**src/rtl/ws2812_line_decoder.sv**
```systemverilog
// WS2812 receive decoder: recovers 24-bit GRB pixels, per-frame pixel index and
// end-of-frame events from a raw single-wire line sampled on clk.
//
// state     | meaning
// WAIT_IDLE | after reset or line error; needs T_RESET clean low cycles
// IDLE      | between frames, waiting for the first rise
// HIGH      | measuring a high pulse
// LOW       | inter-bit gap, or end-of-frame once T_RESET is reached
module ws2812_line_decoder #(
  parameter int T1_MIN     = 7,
  parameter int T_MAX_HIGH = 24,
  parameter int T_RESET    = 600,
  parameter int PIX_W      = 8
) (
  input  logic             clk,
  input  logic             rst_n,
  input  logic             LEDS_LINE,
  output logic [23:0]      pixel_grb,
  output logic             pixel_valid,
  output logic [PIX_W-1:0] pixel_index,
  output logic             frame_done,
  output logic [PIX_W-1:0] frame_pixels,
  output logic             line_error
);

  localparam int HI_W = $clog2(T_MAX_HIGH + 1);
  localparam int LO_W = $clog2(T_RESET + 1);
  localparam logic [HI_W-1:0]  HI_ONE  = HI_W'(1);
  localparam logic [HI_W-1:0]  HI_LAST = HI_W'(T_MAX_HIGH - 1);
  localparam logic [HI_W-1:0]  T1_C    = HI_W'(T1_MIN);
  localparam logic [LO_W-1:0]  LO_ONE  = LO_W'(1);
  localparam logic [LO_W-1:0]  LO_MAX  = LO_W'(T_RESET);
  localparam logic [PIX_W-1:0] PIX_ONE = PIX_W'(1);
  localparam logic [PIX_W-1:0] PIX_MAX = '1;

  typedef enum logic [1:0] {WAIT_IDLE = 2'd0, IDLE = 2'd1, HIGH = 2'd2, LOW = 2'd3} state_t;

  state_t state, state_nx;

  logic din_m, din_s, din_d;
  logic rise;

  logic [HI_W-1:0]  hi_cnt, hi_nx;
  logic [LO_W-1:0]  lo_cnt, lo_nx;
  logic [4:0]       bit_cnt, bit_nx;
  logic [PIX_W-1:0] pix_cnt, pix_nx;
  logic [23:0]      shreg, sh_nx, sh_shifted;
  logic [23:0]      grb_nx;
  logic [PIX_W-1:0] idx_nx, fpix_nx;
  logic             pv_nx, fd_nx, le_nx;

  always_ff @(posedge clk or negedge rst_n) begin
    if (!rst_n) begin
      din_m <= 1'b0;
      din_s <= 1'b0;
      din_d <= 1'b0;
    end else begin
      din_m <= LEDS_LINE;
      din_s <= din_m;
      din_d <= din_s;
    end
  end

  assign rise       = din_s & ~din_d;
  assign sh_shifted = {shreg[22:0], (hi_cnt >= T1_C)};

  always_comb begin
    state_nx = state;
    hi_nx    = hi_cnt;
    lo_nx    = lo_cnt;
    bit_nx   = bit_cnt;
    pix_nx   = pix_cnt;
    sh_nx    = shreg;
    grb_nx   = pixel_grb;
    idx_nx   = pixel_index;
    fpix_nx  = frame_pixels;
    pv_nx    = 1'b0;
    fd_nx    = 1'b0;
    le_nx    = 1'b0;

    case (state)
      WAIT_IDLE: begin
        if (lo_cnt == LO_MAX) begin
          // a rise arriving right as the idle completes starts a bit immediately
          if (din_s) begin
            state_nx = HIGH;
            hi_nx    = HI_ONE;
          end else begin
            state_nx = IDLE;
          end
        end else if (din_s) begin
          lo_nx = '0;
        end else begin
          lo_nx = lo_cnt + LO_ONE;
        end
      end

      IDLE: begin
        if (rise) begin
          state_nx = HIGH;
          hi_nx    = HI_ONE;
        end
      end

      HIGH: begin
        if (!din_s) begin
          sh_nx    = sh_shifted;
          state_nx = LOW;
          lo_nx    = LO_ONE;
          if (bit_cnt == 5'd23) begin
            grb_nx = sh_shifted;
            idx_nx = pix_cnt;
            pv_nx  = 1'b1;
            bit_nx = '0;
            if (pix_cnt != PIX_MAX) pix_nx = pix_cnt + PIX_ONE;
          end else begin
            bit_nx = bit_cnt + 5'd1;
          end
        end else if (hi_cnt == HI_LAST) begin
          // this sample is the T_MAX_HIGH-th consecutive high
          le_nx    = 1'b1;
          bit_nx   = '0;
          pix_nx   = '0;
          lo_nx    = '0;
          state_nx = WAIT_IDLE;
        end else begin
          hi_nx = hi_cnt + HI_ONE;
        end
      end

      LOW: begin
        if (lo_cnt == LO_MAX) begin
          fd_nx   = 1'b1;
          fpix_nx = pix_cnt;
          le_nx   = (bit_cnt != 5'd0);
          bit_nx  = '0;
          pix_nx  = '0;
          if (din_s) begin
            state_nx = HIGH;
            hi_nx    = HI_ONE;
          end else begin
            state_nx = IDLE;
          end
        end else if (din_s) begin
          state_nx = HIGH;
          hi_nx    = HI_ONE;
        end else begin
          lo_nx = lo_cnt + LO_ONE;
        end
      end

      default: state_nx = WAIT_IDLE;
    endcase
  end

  always_ff @(posedge clk or negedge rst_n) begin
    if (!rst_n) begin
      state        <= WAIT_IDLE;
      hi_cnt       <= '0;
      lo_cnt       <= '0;
      bit_cnt      <= '0;
      pix_cnt      <= '0;
      shreg        <= '0;
      pixel_grb    <= '0;
      pixel_valid  <= 1'b0;
      pixel_index  <= '0;
      frame_done   <= 1'b0;
      frame_pixels <= '0;
      line_error   <= 1'b0;
    end else begin
      state        <= state_nx;
      hi_cnt       <= hi_nx;
      lo_cnt       <= lo_nx;
      bit_cnt      <= bit_nx;
      pix_cnt      <= pix_nx;
      shreg        <= sh_nx;
      pixel_grb    <= grb_nx;
      pixel_valid  <= pv_nx;
      pixel_index  <= idx_nx;
      frame_done   <= fd_nx;
      frame_pixels <= fpix_nx;
      line_error   <= le_nx;
    end
  end

endmodule

```
**config.mk**
```make
export PLATFORM = sky130hd
export DESIGN_NAME = ws2812_line_decoder
export DESIGN_NICKNAME = d
export VERILOG_FILES = /design/src/rtl/ws2812_line_decoder.sv
export SDC_FILE = /design/constraint.sdc
export NUM_CORES = 1
export LEC_CHECK = 0
export CAP_MARGIN = 20
export CORE_MARGIN = 3
export CORE_UTILIZATION = 56
export DETAILED_ROUTE_END_ITERATION = 10
export PLACE_DENSITY_LB_ADDON = 0.3
export SETUP_SLACK_MARGIN = 0.4
export SLEW_MARGIN = 20
export SYNTH_ARGS = -nofsm -noshare
export SYNTH_HDL_FRONTEND = slang
export SYNTH_SLANG_ARGS = --single-unit
```
**constraint.sdc**
```tcl
create_clock -name clk -period 2.1 [get_ports clk]
set_clock_uncertainty 0.05 [all_clocks]
set_input_delay 0.42 -clock clk [delete_from_list [all_inputs] [get_ports clk]]
set_output_delay 0.42 -clock clk [all_outputs]
set_load 0.005 [all_outputs]
```
# After elaboration in Yosys (flattened, before gate mapping)
# Cells that the tools add are included.
dict set report op_classes {
  add_sub_neg 4
  order_cmp 1
  n_eq_ne 19
  n_mux 41
  bitwise 3
  n_reduce_logical 12
}
# operator n
set op_table {}
lappend op_table {{two-way mux 10 bit} 6}
lappend op_table {{two-way mux 5 bit} 9}
lappend op_table {{two-way mux 8 bit} 5}
lappend op_table {{one-hot mux 10 bit (3 select lines)} 1}
lappend op_table {{one-hot mux 5 bit (4 select lines)} 1}
lappend op_table {{inequality test 2 bit, second input constant} 8}
lappend op_table {{one-hot mux 8 bit (2 select lines)} 1}
lappend op_table {{two-way mux 2 bit} 7}
lappend op_table {{inequality test 3 bit, second input constant} 4}
lappend op_table {{adder 10 x 1 -> 10 bit, second input constant} 1}
lappend op_table {{adder 5 x 1 -> 5 bit, second input constant} 2}
lappend op_table {{equality test 10 bit, second input constant} 1}
lappend op_table {{equality test 5 bit, second input constant} 2}
lappend op_table {{one-hot mux 5 bit (2 select lines)} 1}
lappend op_table {{AND reduction 5 bit} 2}
lappend op_table {{adder 8 x 1 -> 8 bit, second input constant} 1}
lappend op_table {{two-way mux 1 bit} 8}
lappend op_table {{inequality test 8 bit, second input constant} 1}
lappend op_table {{one-hot mux 2 bit (4 select lines)} 1}
lappend op_table {{AND reduction 4 bit} 2}
lappend op_table {{AND reduction 3 bit} 2}
lappend op_table {{>= comparator 5 x 3 -> 1 bit, second input constant} 1}
lappend op_table {{nonzero test 5 bit} 1}
lappend op_table {{equality test 2 bit, second input constant} 2}
lappend op_table {{other kinds (8)} 10}
dict set report totals {
  ff_bits 99
  inputBits 3
  out_inout_bits 43
  word_cells 95
}

# Longest topological paths before layout
dict set report logic_depth {
  word_depth 5
  depth_mapped 8
  depth_no_buf 6
}

# Worst setup path after synthesis
# OpenSTA, ideal clock, no wires.
dict set report synth_timing {
  path_kind {register to register}
  from {reg din_s}
  to {reg pixel_grb[18]}
  arrival_ps 1731
  t_required_ps 1925
  setup_slack_ps 194
  path_stages_with_launch 8
  n_path_buf 3
  synth_period_minus_slack_ps 1906
  cell_sequence {dfrtp_1 > or3b_1 > buf_2 > or2_1 > buf_6 > clkinv_2 > buf_6 > mux2_2}
}
dict set report synth_via {
  elab_chain_cells 2
}
# element line_no
set synth_rtl {}
lappend synth_rtl {{start: declaration} 40} ;# logic din_m, din_s, din_d;
lappend synth_rtl {{start signal: assignment} 59} ;# din_s <= din_m;
lappend synth_rtl {{inverter 1 bit (no source line)} --}
lappend synth_rtl {{AND reduction 3 bit (no source line)} --}
lappend synth_rtl {{end signal: assignment} 177} ;# pixel_grb <= grb_nx;
lappend synth_rtl {{end: declaration} 18} ;# output logic [23:0] pixel_grb,
# No other way between the ends.
# A chain may end at the register's enable or synchronous reset.

# Final worst setup path
dict set report layout_timing {
  from {reg state[0]}
  to {reg pixel_index[0]}
}
dict set report layout_via {
  elab_chain_cells 2
}
# element line_no
set layout_rtl {}
lappend layout_rtl {{start: declaration} 38} ;# state_t state, state_nx;
lappend layout_rtl {{start signal: assignment} 171} ;# state <= state_nx;
lappend layout_rtl {{equality test 2 bit} 81} ;# case (state)
lappend layout_rtl {{AND reduction 3 bit (no source line)} --}
lappend layout_rtl {{end signal: assignment} 179} ;# pixel_index <= idx_nx;
lappend layout_rtl {{end: declaration} 20} ;# output logic [PIX_W-1:0] pixel_index,
# No other way between the ends.

==> run metrics <==
run status finished, final reports clean; Slew Limit Fails 0; TritonCTS Sinks 99; largest voltage drop on the vdd net ~0.0006 V; number of routed nets with antenna violations 0; Final Hold Viols 0; # IOs 46; CTS tree built; wire length of the first global-routing pass between 15 and 20 mm; fraction of the core area covered by cells at the end of the flow 82.0%; pwr/cell area 572 mW/mm^2; total overflow reported by the global router 0; clock insertion delay at the later pin of the skew report 0.37 ns; reported leakage power 3.33 nW; most frequent standard cell in the layout excluding fill and tap cells sky130_fd_sc_hd__dfrtp_1; die width 95.2 um; deepest clock path buffer count 2; placed wire-length estimate 6.05 mm; Finish-stage setup viols 0; FFs w/ async S/R, synth 100%; Syn-to-layout area delta 37.9%; highest achievable clock rate 533 MHz; Required @ worst endpoint 2.31 ns; synthesis warning total 0; Synth Area per Inst 11.3 um^2; total number of H-tree levels 3; share of the clock period used by the worst path after layout about nine tenths; met3 routing resource usage after global routing 5.37%; total routing resource utilization after global routing 23.6%; number of enable flip-flop cells after synthesis 0; routed wire length per instance 18.6 um; syn nets 402; Hold Slack approximately 0.038 ns; DRC Markers 0; category of the worst setup path capture point flip-flop; Core Footprint 0.00749 mm^2; R2R Setup Slk 0.22 ns; met2 demand-to-capacity share in global routing 40.2%; kind of start point of the critical path flip-flop; critical path data arrival time 2.09 ns; cell-by-cell listing of the critical path or3b_4 > or2_4 > clkbuf_16 > mux2_4; total standard cell area after synthesis 0.00445 mm^2; pin count of the biggest net entering global routing 100; flops & latches, synth 99; number of global-route vias before repair 3380; launch point of the worst reg-to-reg path state[0]; starting utilization of the core area 59.5%; synth unique cells 52; measured slew at the worst slew-check pin 0.524 ns; number of filler instances in the final layout 380; synthesized netlist cell count 393; number of diodes added for antenna fixing 0; most used flip-flop cell after synthesis sky130_fd_sc_hd__dfrtp_1; classification of the worst-slack hold path input pin to async pin; Slew headroom 64.9%; sum of negative setup slack 0 ns; layout cells sized above 1 33.4%; buffer type at the clock tree root sky130_fd_sc_hd__clkbuf_8; NumNets Final 516; start point of the critical path state[0]; max capacitance violation total 0; post-layout total power 3.51 mW; sequential share of the synthesized area 55.6%; clock transition at the registers of the reported paths ~0.10 ns; maximum fanout along the worst path 7; Final Wtd Congestion 0.831; iteration count of the initial detailed-routing pass 5; commonest cells after routing, fill and taps aside sky130_fd_sc_hd__dfrtp_1, sky130_fd_sc_hd__nand2_1, sky130_fd_sc_hd__buf_4; kind of critical path flip-flop to flip-flop; via-per-instance ratio 5.84; die area about 0.0091 mm^2; TritonCTS Buffers 9; Cell Rows 31; DIE HEIGHT ~95 um; RSZ-0062 raised after global routing true; Routed WL approximately 11 mm; PortBufs 45; CP max-delay cell sky130_fd_sc_hd__or3b_4; Tmin final about 1.9 ns; number of vias after detailed routing ~3600; GR peak layer met2; number of antenna violations at the first check in global routing 0; GR met1 Demand/Resource 30.5%; max incr delay on CP 0.43 ns; Initial DRC Count 273
## path summary, 6_finish.rpt
check / endpoint / cells past startpoint
worst max-delay path: pixel_index[0] / 4
worst min-delay path: pix_cnt[4] / 2
worst max register to register: pixel_index[0] / 4
worst min register to register: din_s / 0
max in group asynchronous: hi_cnt[3] / 2
min in group clk: din_s / 0
## cell usage after synthesis, types with 2 or more instances
cell type | count | area share (%)
sky130_fd_sc_hd__mux2_2 | 20 | 5.1
sky130_fd_sc_hd__buf_2 | 3 | 0.34
sky130_fd_sc_hd__mux2i_1 | 6 | 1.3
sky130_fd_sc_hd__nor2_1 | 7 | 0.59
sky130_fd_sc_hd__clkbuf_1 | 7 | 0.59
sky130_fd_sc_hd__a31oi_1 | 17 | 2.4
sky130_fd_sc_hd__o21ai_0 | 12 | 1.3
sky130_fd_sc_hd__a41oi_1 | 4 | 0.79
sky130_fd_sc_hd__nor3_1 | 3 | 0.34
sky130_fd_sc_hd__a21o_1 | 5 | 0.84
sky130_fd_sc_hd__a211oi_1 | 2 | 0.34
sky130_fd_sc_hd__ha_1 | 6 | 1.7
sky130_fd_sc_hd__nand4b_1 | 2 | 0.39
sky130_fd_sc_hd__dfrtp_1 | 99 | 56
sky130_fd_sc_hd__mux2_4 | 19 | 6.4
sky130_fd_sc_hd__nand3_1 | 15 | 1.7
sky130_fd_sc_hd__and3_1 | 7 | 0.98
sky130_fd_sc_hd__and2_1 | 3 | 0.42
sky130_fd_sc_hd__buf_6 | 5 | 1.3
sky130_fd_sc_hd__and4b_1 | 2 | 0.45
sky130_fd_sc_hd__o31ai_1 | 4 | 0.67
sky130_fd_sc_hd__nand3b_1 | 2 | 0.34
sky130_fd_sc_hd__a21oi_1 | 10 | 1.1
sky130_fd_sc_hd__nand2b_1 | 6 | 0.84
sky130_fd_sc_hd__o211ai_1 | 2 | 0.34
sky130_fd_sc_hd__nand4_1 | 4 | 0.56
sky130_fd_sc_hd__a21boi_0 | 2 | 0.34
sky130_fd_sc_hd__inv_1 | 10 | 0.84
sky130_fd_sc_hd__nand2_1 | 82 | 6.9
sky130_fd_sc_hd__or2_2 | 2 | 0.28
sky130_fd_sc_hd__nor2b_1 | 3 | 0.42
sky130_fd_sc_hd__o21a_1 | 2 | 0.34
## layer usage
metal / vias to the layer above / routed length [um]
li1: 1628 / -
met1: 1798 / 4650
met2: 120 / 6010
met3: 22 / 560
met4: 0 / 165
met5: - / 0
## worst max-delay path: cells and delay by family (launching register included)
family                 cells  cell delay, ns
AND/OR/NAND/NOR            2            0.82
flip-flops                 1            0.40
multiplexers               1            0.29
buffers and inverters      1            0.21
## cell type report
class | count | area [um^2] | area share [%]
timing repair buffer | 115 | 1060 | 17.3
inverter | 11 | 53.8 | 0.876
sequential | 99 | 2480 | 40.4
clock inverter | 7 | 96.3 | 1.57
timing repair inverter | 2 | 27.5 | 0.448
multi-input combinational | 269 | 2170 | 35.4
clock buffer | 9 | 124 | 2.02
tap | 99 | 124 | 2.02
## registers in the layout (all words and copies together) (netlist names), 2 cells and up
| signal | cells |
|---|---|
| pixel_grb | 24 |
| shreg | 23 |
| lo_cnt | 10 |
| frame_pixels | 8 |
| pix_cnt | 8 |
| pixel_index | 8 |
| bit_cnt | 5 |
| hi_cnt | 5 |
| state | 2 |
## power by group
part           internal [mW]  switching [mW]
Combinational         0.0857           0.124
Clock                  0.588           0.745
Sequential              1.93          0.0380
## stage by stage
stage,cells,worst slack (ns),instance area (um^2)
6_report,611,0.225,6140
5_1_grt,611,0.176,6140
4_1_cts,594,0.300,5800
3_5_place_dp,535,0.0267,5160
3_3_place_gp,535,0.130,5160
2_1_floorplan,393,0.203,4580
## cell families (layout without fill, tap and decap cells)
group	after synthesis	count (layout)	share of synthesized area, %
fa+ha+maj	6	6	1.69
xor+xnor	1	1	0.197
mux	45	45	12.8
simple gates	147	148	16.2
flops	99	99	55.6
buf+inv	26	144	3.15
compound gates	69	69	10.3
## timing repair
action,in CTS,in global routing
cloned,1,4
buffers inserted,42,13
pin swaps,9,8
resized for setup,64,42
hold buffers,0,0
setup endpoints to repair,106,77
Note: power is estimated with default switching activity, not from simulation.
